$ cat config.mk
export PLATFORM = sky130hd
export DESIGN_NAME = dmem_copy_dma
export DESIGN_NICKNAME = d
export VERILOG_FILES = /design/src/rtl/dmem_copy_dma.sv
export SDC_FILE = /design/constraint.sdc
export NUM_CORES = 1
export LEC_CHECK = 0
export CAP_MARGIN = 0
export CORE_AREA = 2 2 130 132
export DETAILED_ROUTE_END_ITERATION = 10
export DIE_AREA = 0 0 132 134
export PLACE_DENSITY = 0.69
export SLEW_MARGIN = 0
export SYNTH_ARGS = -nofsm -noshare
export SYNTH_HDL_FRONTEND = slang
export SYNTH_SLANG_ARGS = --single-unit
export TNS_END_PERCENT = 5
$ cat constraint.sdc
create_clock -name clk -period 5.9 [get_ports clk]
set_input_delay 1.18 -clock clk [delete_from_list [all_inputs] [get_ports clk]]
set_output_delay 1.18 -clock clk [all_outputs]
set_load 0.03 [all_outputs]
$ cat src/rtl/dmem_copy_dma.sv
// Word-granular copy engine on the data-memory port: one read cycle, then one write cycle per word.
// Optional fill mode (constant-value writes) is enabled with `define DMA_FILL_EN.
module dmem_copy_dma #(
    parameter int unsigned Abits = 14,
    parameter int unsigned Lbits = 16
) (
    input  logic             clk,
    input  logic             reset,
    input  logic             start,
    input  logic [31:0]      src_addr,
    input  logic [31:0]      dst_addr,
    input  logic [Lbits-1:0] length,
`ifdef DMA_FILL_EN
    input  logic             fill_mode,
    input  logic [31:0]      fill_value,
`endif
    input  logic [31:0]      mem_readdata,
    output logic             busy,
    output logic             done,
    output logic             mem_wr,
    output logic [31:0]      mem_addr,
    output logic [31:0]      mem_writedata
);

    localparam logic [1:0] IDLE  = 2'd0;
    localparam logic [1:0] READ  = 2'd1;
    localparam logic [1:0] WRITE = 2'd2;
    localparam logic [1:0] DONE  = 2'd3;

    logic [1:0]       state, state_nxt;
    logic [Abits-1:0] src_ptr, src_nxt;
    logic [Abits-1:0] dst_ptr, dst_nxt;
    logic [Lbits-1:0] count, count_nxt;
    logic [31:0]      data_reg, data_nxt;
    logic             fill_reg, fill_nxt;
    logic [31:0]      fill_data, fdat_nxt;
    logic             start_fill;
    logic [31:0]      start_fdat;

    logic             busy_nxt, done_nxt, wr_nxt;
    logic [31:0]      addr_nxt, wdata_nxt;

    // Pointer inputs carry more bits than the pointer; the upper part is intentionally ignored.
    logic unused_addr_hi;
    assign unused_addr_hi = ^{src_addr[31:Abits], dst_addr[31:Abits]};

`ifdef DMA_FILL_EN
    assign start_fill = fill_mode;
    assign start_fdat = fill_value;
`else
    assign start_fill = 1'b0;
    assign start_fdat = 32'd0;
`endif

    // Next-state logic; outputs are decoded from the next state so they leave flops directly.
    always_comb begin
        state_nxt = state;
        src_nxt   = src_ptr;
        dst_nxt   = dst_ptr;
        count_nxt = count;
        data_nxt  = data_reg;
        fill_nxt  = fill_reg;
        fdat_nxt  = fill_data;
        case (state)
            IDLE: begin
                if (start) begin
                    src_nxt   = src_addr[Abits-1:0];
                    dst_nxt   = dst_addr[Abits-1:0];
                    count_nxt = length;
                    fill_nxt  = start_fill;
                    fdat_nxt  = start_fdat;
                    if (length == Lbits'(0))
                        state_nxt = DONE;
                    else
                        state_nxt = start_fill ? WRITE : READ;
                end
            end
            READ: begin
                data_nxt  = mem_readdata;
                state_nxt = WRITE;
            end
            WRITE: begin
                src_nxt   = src_ptr + Abits'(1);
                dst_nxt   = dst_ptr + Abits'(1);
                count_nxt = count - Lbits'(1);
                if (count == Lbits'(1))
                    state_nxt = DONE;
                else
                    state_nxt = fill_reg ? WRITE : READ;
            end
            DONE:    state_nxt = IDLE;
            default: state_nxt = IDLE;
        endcase

        busy_nxt  = (state_nxt != IDLE);
        done_nxt  = (state_nxt == DONE);
        wr_nxt    = (state_nxt == WRITE);
        addr_nxt  = 32'd0;
        wdata_nxt = 32'd0;
        if (state_nxt == READ) begin
            addr_nxt = 32'(src_nxt);
        end else if (state_nxt == WRITE) begin
            addr_nxt  = 32'(dst_nxt);
            wdata_nxt = fill_nxt ? fdat_nxt : data_nxt;
        end
    end

    always_ff @(posedge clk) begin
        if (reset) begin
            state         <= IDLE;
            src_ptr       <= '0;
            dst_ptr       <= '0;
            count         <= '0;
            data_reg      <= '0;
            fill_reg      <= 1'b0;
            fill_data     <= '0;
            busy          <= 1'b0;
            done          <= 1'b0;
            mem_wr        <= 1'b0;
            mem_addr      <= '0;
            mem_writedata <= '0;
        end else begin
            state         <= state_nxt;
            src_ptr       <= src_nxt;
            dst_ptr       <= dst_nxt;
            count         <= count_nxt;
            data_reg      <= data_nxt;
            fill_reg      <= fill_nxt;
            fill_data     <= fdat_nxt;
            busy          <= busy_nxt;
            done          <= done_nxt;
            mem_wr        <= wr_nxt;
            mem_addr      <= addr_nxt;
            mem_writedata <= wdata_nxt;
        end
    end

endmodule

==> metrics.yaml, run 1 <==
timing:
  fin_tns_setup_ns: 0
  period_share_pct: 66.3
  setup_viol: 0
  fin_skew_ns: 0.00701
  max_slew.worst_pin.slew_ns: 0.931
  rsz0062_at_grt: "false"
  relSlewSlack_pct: 37.5
  maxSlewViolCount: 0
  fin_ws_ns: 1.99
  min_period_ns: 3.91
  hold_viol: 0
  fmax_ghz: 0.256
power:
  internal-power_w: 0.00200
  p_total_w: 0.00273
  leakage_nw: 3.34
  comb_power_share_pct: 12.8
  p_sw_w: 0.000729
  powerDensity_nw_per_um2: 318
  vdd_drop_max_uv: 199
  p_sw_share_pct: 26.7
  seq_power_share_pct: 42.7
  clkPwrFrac_pct: 44.5
setup_path:
  end_kind: "flop"
  critical_path.max_fanout: 13
  crit_path_top_delay_cell: "o21ai_1"
  worstSetupPathType: "input port to flop"
  reg2reg_depth: 6
  slowest_delay_ns: 0.78
  critPathRequiredTime_ns: 6.23
  arrival_ns: 4.24
  worst_setup_path_start_kind: "input port"
  cp_cell_sequence: "clkdlybuf4s50_1, buf_4, nor4b_1, nand3_1, o21ai_1, o21ai_0, o32ai_1"
  rrSetupSlack_ns: 2.55
yosys:
  postSynthAreaPerCell_um2: 9.12
  ys_types: 63
  synth_edf_count: 0
  syn_area_um2: 6590
  synth_seq_cells: 160
  synthFlopType: "dfxtp_1"
  synth-seq-area-share_pct: 48.6
  async_flop_share_pct: 0
  syn_inst: 722
  synth_warnings: 0
placed_design:
  gp_congestion: 0.882
  port_buffers: 127
  dp_hpwl_um: 11300
  placed_cells: 1026
  dp_slack_ns: 1.63
detailed_routing:
  firstDrtPassIters: 6
  antenna_left: 0
  viasPerCell: 5.41
  wl_per_cell_um: 16.9
  initialDrtViolationCount: 546
  drt-total-wl_um: 17900
  vias: 5722
  drc: 0
global_route:
  antenna_found_initial: 0
  gr-total-overflow: 0
  grt_max_degree: 81
  grt_pass1_vias: 5493
  grt_usage_pct: 20.7
  grt_pass1_wl_um: 29200
floorplanning:
  pin_count: 182
  die_x_um: 132
  design.core.area_um2: 16300
  num_rows: 47
  initial_core_util_pct: 40.4
  die_area_um2: 17700
  die_h_um: 134
cells_and_area:
  final_common_cell: "dfxtp_1"
  fillerInstances: 1511
  syn_to_final_growth_pct: 30.5
  num_antenna_cells: 0
  final_nets: 944
  final_cell_mix: "160 x dfxtp_1, 126 x clkdlybuf4s50_1, 111 x nor2_1"
  final_util_pct: 52.8
  layout-drive-gt1-share_pct: 7.28
  stdcell_count: 1058
clock_tree:
  cts_hold_buf: 0
  cts_sinks: 160
  path_clk_slew_ns: 0.07
  htreeDepth: 4
  cts_inserted_buffers: 17
  clk_path_buf_depth: 2
  worstSkewPairLatency_ns: 0.42
  cts_resized: 0
  cts_root_buf: "clkbuf_16"
  post_cts.repair.setup_buffers: 0
  tritoncts: "done"
hold_path:
  hold_path_class: "flop to flop"
  whs_path_depth: 1
status:
  status: "finished, final reports clean"
run:
  max_cap_viol_count: 0
==> power groups by stage <==
stage | Sequential (W) | Clock (W) | Combinational, W
2_1_floorplan | 0.00120 | 0 | 0.000209
3_3_place_gp | 0.00119 | 0 | 0.000346
3_5_place_dp | 0.00119 | 0 | 0.000347
4_1_cts | 0.00117 | 0.00123 | 0.000349
5_1_grt | 0.00117 | 0.00128 | 0.000381
6_report | 0.00117 | 0.00121 | 0.000350
==> synth_stat cells, drive strengths merged (2+ instances only) <==
| cell | number | area (µm²) |
|---|---|---|
| nand2 | 22 | 82.6 |
| nor3 | 15 | 80.1 |
| nor4b | 2 | 17.5 |
| mux2i | 34 | 340 |
| a21oi | 34 | 170 |
| and4 | 3 | 26.3 |
| nor2 | 111 | 417 |
| a41oi | 2 | 17.5 |
| a211oi | 41 | 308 |
| buf | 32 | 203 |
| inv | 16 | 60.1 |
| nor2b | 5 | 31.3 |
| or3 | 2 | 12.5 |
| a32o | 5 | 50.1 |
| mux2 | 3 | 33.8 |
| a21o | 3 | 22.5 |
| or4 | 4 | 33.8 |
| a311oi | 3 | 26.3 |
| a221oi | 4 | 35.0 |
| and3 | 35 | 219 |
| a31oi | 3 | 18.8 |
| o32ai | 4 | 35.0 |
| a22oi | 10 | 75.1 |
| dfxtp | 160 | 3200 |
| a22o | 2 | 17.5 |
| o22ai | 18 | 113 |
| a2bb2o | 3 | 60.1 |
| nor4 | 11 | 68.8 |
| clkbuf | 39 | 146 |
| o2bb2ai | 3 | 26.3 |
| o31ai | 2 | 15.0 |
| nand3 | 14 | 70.1 |
| nand4 | 11 | 68.8 |
| and2 | 7 | 43.8 |
| or2 | 2 | 12.5 |
| ha | 4 | 50.1 |
| nand2b | 3 | 18.8 |
| xnor2 | 5 | 43.8 |
| xor2 | 5 | 43.8 |
| o21ai | 23 | 115 |
==> through the flow <==
stage,area [µm²],hold WS [ns]
final,8590,0.480
after global routing,8590,0.491
after CTS,8590,0.482
after detailed placement,7950,0.467
after global placement,7950,0.466
after floorplan,6650,0.450
==> per-layer routing <==
metal  GRT usage [%]  vias up  share of wire, %
met5               0        -                 0
met4            7.19        0               2.0
met3            6.58       35               9.1
met2            33.5      259                46
met1            26.1     2646                43
li1                -     2782                 -
==> cells by family after synthesis <==
| group | after synthesis | share of synthesized area (%) |
|---|---|---|
| AOI/OAI and AO/OA | 171 | 18.4 |
| xor gates and xnor gates | 10 | 1.33 |
| adders and majority gates | 4 | 0.760 |
| buffers and inverters | 87 | 6.21 |
| DFF | 160 | 48.6 |
| muxes | 37 | 5.68 |
| other | 1 | 0.0569 |
| and+or+nand+nor | 252 | 18.9 |
==> worst max-delay path, delay by kind of cell <==
| family | cells | cell delay, ns |
|---|---|---|
| AO/OA/AOI/OAI | 3 | 1.68 |
| AND/OR/NAND/NOR | 2 | 0.72 |
| buffers and inverters | 2 | 0.66 |
==> worst paths after layout <==
check | from | to
setup / recovery | start | mem_addr[8]$_SDFF_PP0_
setup reg to reg | state[1]$_SDFF_PP0_ | mem_addr[8]$_SDFF_PP0_
hold / removal | fill_data[31]$_SDFF_PP0_ | fill_data[31]$_SDFF_PP0_
hold reg to reg | fill_data[31]$_SDFF_PP0_ | fill_data[31]$_SDFF_PP0_
==> cell type report <==
cell class	count	area, µm²	area share [%]
clock buffers	17	425	4.95
multi-input cells	492	3060	35.6
flip-flops and latches	160	3200	37.3
well taps	220	275	3.20
clock inverters	15	223	2.59
repair buffers	138	1350	15.7
inverters	16	60.1	0.699
Note: power is estimated with default switching activity, not from simulation.
==> run 2, diff against run 1 <==
==> constraint.sdc (replaced) <==
create_clock -name clk -period 3.9 [get_ports clk]
set_input_delay 0.78 -clock clk [delete_from_list [all_inputs] [get_ports clk]]
set_output_delay 0.78 -clock clk [all_outputs]
set_load 0.03 [all_outputs]
==> run 2 against run 1 <==
Compared with the run above: largest power group is now registers; core utilization rose by 0.11 points; cell count rose by 0.57%; sequential share of layout area fell by 0.076 points; global-route usage barely moved; worst setup slack got worse by 0.76 ns; count of clock-buffer cells in the layout rose by 1; clock skew rose by 0.0012 ns.
==> metrics.yaml, run 2 (synthesis gave the netlist of run 1 again) <==
placed_design:
  dp_hpwl_um: 11900  # +5.0%
  port_buffers: 127  # unchanged
  dp_slack_ns: 0.828  # -0.806 ns
  gp_congestion: 0.917  # +4.0%
setup_path:
  crit_path_top_delay_cell: "or4_1"
  slowest_delay_ns: 0.66  # -0.12 ns
  cp_cell_sequence: "or4_1, or4_4, o21ba_1, o211ai_4, buf_12, o2bb2ai_1"
  cp_num_buf_inv: 1  # -1
  worst_setup_path_start_kind: "flop"
  critPathRequiredTime_ns: 4.19  # -2.04 ns
  critical_path.max_fanout: 35  # +22
  path_delay_family: "simple AND/OR/NAND/NOR gates"
  arrival_ns: 2.96  # -1.28 ns
  worstSetupPathType: "flop to flop"
  end_kind: "flop"
cells_and_area:
  num_antenna_cells: 0  # unchanged
  layout-drive-gt1-share_pct: 7.82  # +0.54 points
  fillerInstances: 1516  # +0.33%
  final_cell_mix: "160 x dfxtp_1, 126 x clkdlybuf4s50_1, 111 x nor2_1"
  final_common_cell: "dfxtp_1"
  syn_to_final_growth_pct: 30.8
  final_nets: 950  # +0.64%
floorplanning:
  die_x_um: 132  # unchanged
  pin_count: 182  # unchanged
  design.core.area_um2: 16300  # unchanged
  num_rows: 47  # unchanged
  die_area_um2: 17700  # unchanged
  die_h_um: 134  # unchanged
  initial_core_util_pct: 40.4  # unchanged
clock_tree:
  htreeDepth: 4  # unchanged
  cts_hold_buf: 0  # unchanged
  cts_resized: 0  # unchanged
  worstSkewPairLatency_ns: 0.42  # about the same
  clk_path_buf_depth: 2  # unchanged
  cts_inserted_buffers: 17  # unchanged
  post_cts.repair.setup_buffers: 0  # unchanged
  tritoncts: "done"
  path_clk_slew_ns: 0.07  # about the same
  cts_root_buf: "clkbuf_16"
  cts_sinks: 160  # unchanged
global_route:
  grt_usage_pct: 20.7  # -0.034 points
  grt_pass1_wl_um: 28900  # -1.2%
  gr-total-overflow: 0  # unchanged
  grt_max_degree: 66  # -19%
  grt_pass1_vias: 5516  # +0.42%
  antenna_found_initial: 0  # unchanged
detailed_routing:
  drt-total-wl_um: 18200  # +1.8%
  firstDrtPassIters: 5  # -1
  vias: 5732  # +0.17%
  drc: 0  # unchanged
  antenna_left: 0  # unchanged
  initialDrtViolationCount: 438  # -20%
  viasPerCell: 5.39  # -0.39%
  wl_per_cell_um: 17.1  # +1.3%
timing:
  period_share_pct: 68.6
  fin_skew_ns: 0.00823  # +0.00122 ns
  min_period_ns: 2.67
  fin_tns_setup_ns: 0  # unchanged
  hold_viol: 0  # unchanged
  rsz0062_at_grt: "false"
  maxSlewViolCount: 0  # unchanged
  setup_viol: 0  # unchanged
  relSlewSlack_pct: 39.5  # +1.9 points
  max_slew.worst_pin.slew_ns: 0.906  # -0.0244 ns
  fin_ws_ns: 1.23  # -0.763 ns
  fmax_ghz: 0.374
  whs_ns: 0.481  # +0.000816 ns
hold_path:
  hold_path_class: "flop to flop"
power:
  vdd_drop_max_uv: 283  # +42%
  leakage_nw: 3.35  # +0.29%
  powerDensity_nw_per_um2: 466  # +47%
run:
  max_cap_viol_count: 0  # unchanged
status:
  status: "finished, final reports clean"
-- run 2: cell count changes in the layout (fill, tap and decap cells not counted) --
cell,delta
clkbuf_1,+1
buf_4,+4
inv_8,-1
bufinv_16,-2
buf_12,+2
inv_6,+3
clkinv_4,-3
clkinvlp_4,+2
-- run 2: stage by stage --
stage	utilization [%]	area (µm²)	std cells	total power [W]
finish	52.9	8610	1064	0.00401
floorplan	-	6650	739	0.00213
global route	52.9	8610	1064	0.00417
detailed placement	49.2	8020	1032	0.00234
CTS	52.9	8610	1064	0.00404
global placement	49.2	8020	1032	0.00233
-- run 2: final cells by class --
class / instances / area (µm²) / area share [%]
sequential: 160 / 3200 / 37.2
clock buffer: 18 / 429 / 4.98
clock inverter: 14 / 166 / 1.93
multi-input combinational: 492 / 3060 / 35.5
inverter: 16 / 60.1 / 0.697
timing repair buffer: 144 / 1420 / 16.5
tap: 220 / 275 / 3.20
-- run 2: report_power, final --
group          total, W  switching [W]  leakage [nW]  internal (W)
clock           0.00170       0.000736         0.288      0.000968
combinational  0.000540       0.000307          1.76      0.000233
sequential      0.00177      0.0000597          1.30       0.00171
total           0.00401        0.00110          3.35       0.00291
-- run 2: final timing paths --
check / from / end / slack, ns / depth (start not counted)
worst min-delay path: fill_data[3]$_SDFF_PP0_ / fill_data[3]$_SDFF_PP0_ / 0.48 / 1
worst max register to register: count[5]$_SDFFE_PP0P_ / mem_addr[10]$_SDFF_PP0_ / 1.23 / 6
worst max-delay path: count[5]$_SDFFE_PP0P_ / mem_addr[10]$_SDFF_PP0_ / 1.23 / 6
worst min register to register: fill_data[3]$_SDFF_PP0_ / fill_data[3]$_SDFF_PP0_ / 0.48 / 1
-- run 2: metal layers --
metal	GRT usage (%)	vias to the layer above	part of all wire [%]
li1	-	2804	-
met1	24.9	2683	43
met2	34.5	218	47
met3	6.80	27	8.3
met4	7.67	0	2.0
met5	0	-	0
==> run 3, diff against run 2 <==
--- a/config.mk
+++ b/config.mk
@@ -9,7 +9,7 @@
 export CORE_AREA = 2 2 130 132
 export DETAILED_ROUTE_END_ITERATION = 10
 export DIE_AREA = 0 0 132 134
-export PLACE_DENSITY = 0.69
+export PLACE_DENSITY = 0.72
 export SLEW_MARGIN = 0
 export SYNTH_ARGS = -nofsm -noshare
 export SYNTH_HDL_FRONTEND = slang
==> constraint.sdc (replaced) <==
create_clock -name clk -period 2.35 [get_ports clk]
set_input_delay 0.47 -clock clk [delete_from_list [all_inputs] [get_ports clk]]
set_output_delay 0.47 -clock clk [all_outputs]
set_load 0.03 [all_outputs]
==> run 3 against run 2 <==
Compared with the run above: the run now ends with setup timing left; core utilization increased by 2.5 points; total power increased by 65%; global-route usage rose by 0.41 points; cell count grew 4.5%; flip-flop and latch count did not move; critical path depth rose by 1; combinational power rose by 85%; sequential share of layout area fell by 1.7 points; wire length rose by 2.2%; non-clock buffer count grew 48; clock skew increased by 0.0030 ns; first-iteration DRC count is 6.8% lower; critical path type unchanged; critical endpoint is now mem_addr[5]$_SDFF_PP0_; highest routed layer unchanged.
==> metrics.yaml, run 3 (synthesis gave the netlist of run 1 again) <==
hold_path:
  hold_path_class: "flop to flop"
clock_tree:
  path_clk_slew_ns: 0.06  # about the same
  htreeDepth: 4  # unchanged
  cts_root_buf: "clkbuf_16"
  cts_hold_buf: 0  # unchanged
  clk_path_buf_depth: 2  # unchanged
  cts_sinks: 160  # unchanged
  tritoncts: "done"
  cts_inserted_buffers: 17  # unchanged
  worstSkewPairLatency_ns: 0.44  # +0.02 ns
placed_design:
  port_buffers: 127  # unchanged
  dp_slack_ns: -0.359  # -1.19 ns
  gp_congestion: 0.907  # -1.1%
  dp_hpwl_um: 12300  # +3.4%
setup_path:
  path_delay_family: "simple AND/OR/NAND/NOR gates"
  slowest_delay_ns: 0.54  # -0.12 ns
  crit_path_top_delay_cell: "or4_4"
  cp_cell_sequence: "or4_4, or4_4, o21ba_4, o211ai_4, buf_6, buf_6, a2bb2o_4"
  end_kind: "flop"
  worstSetupPathType: "flop to flop"
  critPathRequiredTime_ns: 2.67  # -1.52 ns
  arrival_ns: 2.71  # -0.25 ns
  critical_path.max_fanout: 3  # -91%
  worst_setup_path_start_kind: "flop"
  cp_num_buf_inv: 2  # +1
floorplanning:
  die_area_um2: 17700  # unchanged
  die_x_um: 132  # unchanged
  pin_count: 182  # unchanged
  initial_core_util_pct: 40.4  # unchanged
  die_h_um: 134  # unchanged
  design.core.area_um2: 16300  # unchanged
  num_rows: 47  # unchanged
timing:
  fin_ws_ns: -0.0393  # -1.27 ns
  rsz0062_at_grt: "true"
  relSlewSlack_pct: 56.0  # +17 points
  maxSlewViolCount: 0  # unchanged
  min_period_ns: 2.39  # -0.284 ns
  fmax_ghz: 0.419  # +12%
  period_share_pct: 102  # +33 points
  fin_skew_ns: 0.0112  # +0.00301 ns
  hold_viol: 0  # unchanged
  setup_viol: 31  # +31
  max_slew.worst_pin.slew_ns: 0.660  # -0.247 ns
global_route:
  grt_usage_pct: 21.1  # +0.41 points
  grt_max_degree: 66  # unchanged
  antenna_found_initial: 0  # unchanged
  grt_pass1_wl_um: 29600  # +2.3%
  grt_pass1_vias: 5776  # +4.7%
  gr-total-overflow: 0  # unchanged
cells_and_area:
  final_common_cell: "dfxtp_1"
  final_util_pct: 55.4  # +2.5 points
  layout-drive-gt1-share_pct: 13.7  # +5.9 points
  num_antenna_cells: 0  # unchanged
  final_cell_mix: "159 x dfxtp_1, 126 x clkdlybuf4s50_1, 111 x nor2_1"
  syn_to_final_growth_pct: 37.0
  final_nets: 998  # +5.1%
power:
  vdd_drop_max_uv: 541  # +91%
  powerDensity_nw_per_um2: 735  # +58%
  leakage_nw: 3.59  # +7.3%
detailed_routing:
  wl_per_cell_um: 16.7  # -2.2%
  firstDrtPassIters: 6  # +1
  vias: 5923  # +3.3%
  wl_met1_um: 7970  # +2.3%
  wl_met2_um: 8880  # +3.9%
  antenna_left: 0  # unchanged
  drt-total-wl_um: 18600  # +2.2%
  drc: 0  # unchanged
  viasPerCell: 5.33  # -1.1%
  initialDrtViolationCount: 408  # -6.8%
  highest_layer: "met4"
  wl_met3_um: 1450  # -4.9%
run:
  max_cap_viol_count: 0  # unchanged
status:
  violations: "setup timing"
  status: "finished with violations"
## run 3: changes by cell type in the layout (fill, tap and decap cells not counted), moves of 2 or more
cell,before,now
or4_1,3,1
inv_6,6,2
clkinv_4,0,4
clkinv_2,1,3
buf_6,0,5
or4_4,1,3
clkbuf_8,0,2
buf_4,15,57
## run 3: power by group
part | internal (W) | total [W] | switching (W)
Combinational | 0.000462 | 0.00100 | 0.000541
Sequential | 0.00283 | 0.00293 | 0.0000903
Clock | 0.00153 | 0.00270 | 0.00117
Total | 0.00483 | 0.00663 | 0.00180
## run 3: layer usage
metal,track usage [%],vias to the layer above
met5,0,-
met4,7.79,0
met3,5.93,33
met2,34.8,250
met1,26.4,2745
li1,-,2895
## run 3: final timing paths
kind                            startpoint                       end  slack, ns  cells past startpoint
setup / recovery     count[8]$_SDFFE_PP0P_    mem_addr[5]$_SDFF_PP0_      -0.04                      7
hold / removal    fill_data[22]$_SDFF_PP0_  fill_data[22]$_SDFF_PP0_       0.48                      1
setup reg to reg     count[8]$_SDFFE_PP0P_    mem_addr[5]$_SDFF_PP0_      -0.04                      7
hold reg to reg   fill_data[22]$_SDFF_PP0_  fill_data[22]$_SDFF_PP0_       0.48                      1
## run 3: layout make-up
| class | count | area (µm²) |
|---|---|---|
| Timing Repair Buffer | 192 | 1820 |
| Sequential cell | 160 | 3200 |
| Inverter | 16 | 60.1 |
| Clock buffer | 19 | 453 |
| Multi-Input combinational cell | 492 | 3090 |
| Clock inverter | 13 | 128 |
| Fill cell | 1494 | 7270 |
| Tap cell | 220 | 275 |
## run 3: stage by stage
step                      instances  total power, W  instance area [µm²]  setup TNS [ns]  hold WS (ns)
after floorplan                 739         0.00354                 6650               0         0.450
after global placement         1077         0.00394                 8350          -14.30         0.466
after detailed placement       1077         0.00396                 8350          -14.66         0.469
after CTS                      1111         0.00666                 8960          -0.120         0.483
after global routing           1112         0.00690                 9020           -2.63         0.487
final                          1112         0.00663                 9020          -0.481         0.480
## run 3: timing repair
item                       4_1_cts  5_1_grt
pin swaps                        1        4
setup buffers                    2        0
setup endpoints to repair       46       47
gates cloned                     0        1
gates resized for setup          4       11
==> patch 1 (flow settings as in run 1) <==
Build with the macro `DMA_FILL_EN` defined.
--- a/src/rtl/dmem_copy_dma.sv
+++ b/src/rtl/dmem_copy_dma.sv
@@ -2,2 +2,4 @@
 // Optional fill mode (constant-value writes) is enabled with `define DMA_FILL_EN.
+`define DMA_FILL_EN
+
 module dmem_copy_dma #(
Ports: changed (added fill_mode and fill_value); port bits go from 182 to 215. No check against the original RTL was run, so the function may have changed too.
==> patch 1 against run 1 <==
Sequential cell count stayed put; largest power group is now registers; setup slack worse by 0.22 ns; cell area is 10% higher; area after synthesis is 9.0% higher; critical path depth is 1 lower; routed wire length is 11% higher; largest cell class is now multi-input gates; total power is 3.5% higher.
==> patch 1: results (changes against run 1) <==
Routing
  • Met3 wire len: 1360 um (-16%)
  • Total number of vias: 6476 (+13%)
  • Detailed Route WL: 19800 um (+11%)
  • 1st-pass router iterations: 5 (-1)

Placed design
  • RePlAce Congestion: 0.840 (-4.8%)
  • Place WS: 1.45 ns (-0.180 ns)
  • Dpl cell area: 8860 um2 (+12%)
  • Detailed Place HPWL: 13100 um (+15%)

Worst setup path
  • Worst EP arrival: 4.49 ns (+0.25 ns)
  • Critical path endpoint: mem_addr[7]$_SDFF_PP0_
  • Crit path largest cell delay: 1.06 ns (+0.28 ns)
  • Worst r2r path cells: 5 (-1)
  • CP max stage cell: a21oi_1

Yosys
  • Synth cell types: 69 (+9.5%)
  • Synth top area cells: dfxtp_1, mux2i_1, a21oi_1
  • Most frequent cells after synthesis: dfxtp_1, nand2_1, a21oi_1, nor2_1, mux2i_1
  • Cells after Synth: 821 (+14%)

Global routing
  • Number of global-route vias before repair: 6095 (+11%)
  • Tot GR Track Use: 22.3% (+1.6 points)
  • Largest net degree at the start of global routing: 82 (+1.2%)

Timing
  • Hold slack final: 0.459 ns (-0.0203 ns)
  • Post-layout min period: 4.13 ns (+0.216 ns)
  • Max transition margin: 9.05% (-28 points)

Cells and area
  • Post-route insts no fill: 1190 (+12%)
  • Fillers: 1496 (-0.99%)
  • Fin nets: 1109 (+17%)
  • Layout cells sized above 1: 8.45% (+1.2 points)

Outcome
  • Status: completed

Worst hold path
  • Worst Hold Depth: 2 (+1)

Power
  • Maximum VDD drop: 241 uV (+21%)
  • Sw Share: 29.6% (+3.0 points)
[patch 1: cell types whose count changed in the layout (fill, tap and decap cells not counted), moves of 9 or more]
cell	before	now
a21oi_2	0	20
a21o_1	3	35
nand2b_1	3	35
clkdlybuf4s50_1	126	159
a21oi_1	34	78
a22o_1	2	11
and3_1	35	0
nand2_1	21	89
a211oi_1	41	14
nor2_1	111	76
[patch 1: final cells by class]
type / count / area share (%)
inverter: 13 / 0.516
timing repair buffer: 172 / 17.9
clock inverter: 14 / 1.56
clock buffer: 18 / 4.65
tap: 220 / 2.91
sequential: 160 / 33.9
multi-input combinational: 593 / 38.6
[patch 1: routing by layer]
| layer | global-route usage (%) | vias up |
|---|---|---|
| met5 | 0 | - |
| met1 | 28.8 | 3047 |
| met2 | 36.1 | 229 |
| li1 | - | 3163 |
| met3 | 5.14 | 37 |
| met4 | 9.12 | 0 |
[patch 1: power groups by stage]
stage	logic (mW)	registers, mW	clock network [mW]
2_1_floorplan	0.318	1.25	0
3_3_place_gp	0.516	1.23	0
3_5_place_dp	0.521	1.23	0
4_1_cts	0.524	1.21	1.11
5_1_grt	0.570	1.22	1.16
6_report	0.524	1.21	1.09
[patch 1: cell families (layout without fill, tap and decap cells)]
family,Yosys count,count (layout),share of synthesized area [%]
simple gates,277,277,18.4
compound gates,244,244,23.4
buf+inv,85,217,6.00
xor+xnor,8,8,0.976
mux,42,42,5.89
fa+ha+maj,4,4,0.697
other cells,1,18,0.0522
flops,160,160,44.6
[patch 1: worst min-delay path, stage by stage (launching register included)]
cell     delay, ns
dfxtp_1       0.30
nand2_1       0.06
a21oi_1       0.06
==> patch 2 (flow settings as in run 1) <==
Without the edit above. Remove the register `mem_writedata`: a continuous assignment takes its place, so the output `mem_writedata` follows one clock earlier.
--- a/src/rtl/dmem_copy_dma.sv
+++ b/src/rtl/dmem_copy_dma.sv
@@ -120,3 +120,2 @@
             mem_addr      <= '0;
-            mem_writedata <= '0;
         end else begin
@@ -133,3 +132,2 @@
             mem_addr      <= addr_nxt;
-            mem_writedata <= wdata_nxt;
         end
@@ -137,2 +135,4 @@
 
+    assign mem_writedata = wdata_nxt;
+
 endmodule
Formal check against the unedited RTL: not equivalent (a bounded check fails within 4 cycles, from zero or initial values and one cycle with reset high).
==> patch 2 against run 1 <==
Sequential cell count is 32 lower; routed wire length is 8.6% lower; total power decreased by 13%; clock power is 12% lower; sequential share of layout area decreased by 4.5 points; cell area shrank 9.0%; critical path type is now in -> out; register-to-register slack improved by 0.84 ns; area after synthesis decreased by 11%; non-clock buffer count is 1 lower; setup slack got worse by 0.88 ns; sequential power fell by 19%; synthesized cell count down 7.3%.
==> patch 2: results (changes against run 1) <==
Routing
  • Detailed Route WL: 16300 um (-8.6%)
  • Avg WL per Cell: 16.2 um (-4.3%)
  • Vias/cell: 5.36 (-0.90%)
  • 1st-pass router iterations: 5 (-1)
  • Initial drt markers: 339 (-38%)

Worst setup path
  • FF-to-FF End: mem_addr[10]$_SDFF_PP0_
  • Worst EP arrival: 3.61 ns (-0.63 ns)
  • Largest delay share family, worst path: buffers and inverters
  • Worst r2r path cells: 7 (+1)
  • Crit path largest cell delay: 0.72 ns (-0.06 ns)
  • Crit path from: start
  • CP max stage cell: clkdlybuf4s50_1
  • Worst r2r src: state[0]$_SDFF_PP0_
  • Critical-path maximum fanout: 46 (+33)
  • Critical path endpoint: mem_writedata[5]
  • R2r setup slk: 3.39 ns (+0.84 ns)

Yosys
  • Cells after Synth: 669 (-7.3%)
  • Most frequent cells after synthesis: dfxtp_1, nor2_1, a211oi_1
  • Syn. warnings: 0 (unchanged)
  • Post-synthesis sequential area ratio: 43.9% (-4.7 points)
  • Synth cell types: 58 (-7.9%)
  • Synth top area cells: dfxtp_1, nor2_1, mux2i_1

Cells and area
  • Multi-input logic area: 2980 um2 (-2.6%)
  • Layout cells sized above 1: 7.22% (-0.064 points)
  • Fillers: 1554 (+2.8%)
  • Nonclk inv count: 14 (-2)
  • Fraction of area in multi-input gates: 38.1% (+2.5 points)
  • Comb_multi_in: 479 (-2.6%)
  • Fin nets: 896 (-5.1%)
  • Register Area: 2560 um2 (-20%)
  • NonClk Buf Share: 17.3% (+1.6 points)
  • Final clock-cell share: 7.65% (+0.10 points)
  • Non-clock buffer count: 137 (-0.72%)
  • FF+latch count: 128 (-20%)

Power
  • Clock power share: 45.0% (+0.5 points)
  • Leak pwr: 2.88 nW (-14%)
  • Logic pwr share: 15.0% (+2.2 points)
  • Pwr Density: 303 nW/um2 (-4.6%)
  • Internal Power: 1.70 mW (-15%)
  • Maximum VDD drop: 202 uV (+1.8%)

Timing
  • Hold slack final: 0.455 ns (-0.0246 ns)
  • Tcrit/Tclk final: 81.1% (+15 points)
  • Max transition margin: 19.1% (-18 points)
  • Setup Skew: 0.00976 ns (+0.00274 ns)

Global routing
  • Number of global-route vias before repair: 5028 (-8.5%)
  • Initial antenna violation count: 0 (unchanged)
  • Tot GR Track Use: 18.6% (-2.1 points)
  • Largest net degree at the start of global routing: 67 (-17%)
  • First-pass GRT wire length: 26200 um (-10%)

Floorplanning
  • Die X: 132 um (unchanged)

Clocking
  • Clock root buffer: clkbuf_16
  • Worst skew pair latency: 0.43 ns
  • Clock Path Buffers: 2 (unchanged)

Worst hold path
  • Hold Path Sink: fill_data[4]$_SDFF_PP0_
  • Worst Hold Launch: fill_data[4]$_SDFF_PP0_

Placed design
  • RePlAce Congestion: 0.850 (-3.7%)
  • Dpl cell area: 7220 um2 (-9.1%)
  • Cell total after placement: 978 (-4.7%)
  • Detailed Place HPWL: 10600 um (-6.5%)

Outcome
  • Status: completed
==> patch 2: cell count changes in the layout (fill, tap and decap cells not counted), moves of 6 or more <==
| cell | change |
|---|---|
| a22o_1 | +11 |
| nand2_1 | +8 |
| a31oi_1 | +7 |
| and2_1 | +26 |
| or3_1 | +6 |
| a21oi_1 | -13 |
| dfxtp_1 | -32 |
| nor2_1 | -13 |
| and3_1 | -32 |
==> patch 2: per-layer routing <==
metal / track usage [%] / wire (um) / vias to the layer above
met3: 5.71 / 1090 / 34
met2: 27.6 / 7300 / 204
li1: - / - / 2636
met4: 7.85 / 394 / 0
met5: 0 / 0 / -
met1: 25.1 / 7570 / 2539
==> patch 2: logic make-up after synthesis <==
family,count (synthesis),share of synthesized area [%]
and+or+nand+nor,243,20.6
AOI/OAI and AO/OA,172,21.1
DFF,128,43.9
buffers and inverters,79,6.44
muxes,33,5.66
xor gates and xnor gates,9,1.35
adders and majority gates,4,0.858
other,1,0.0643
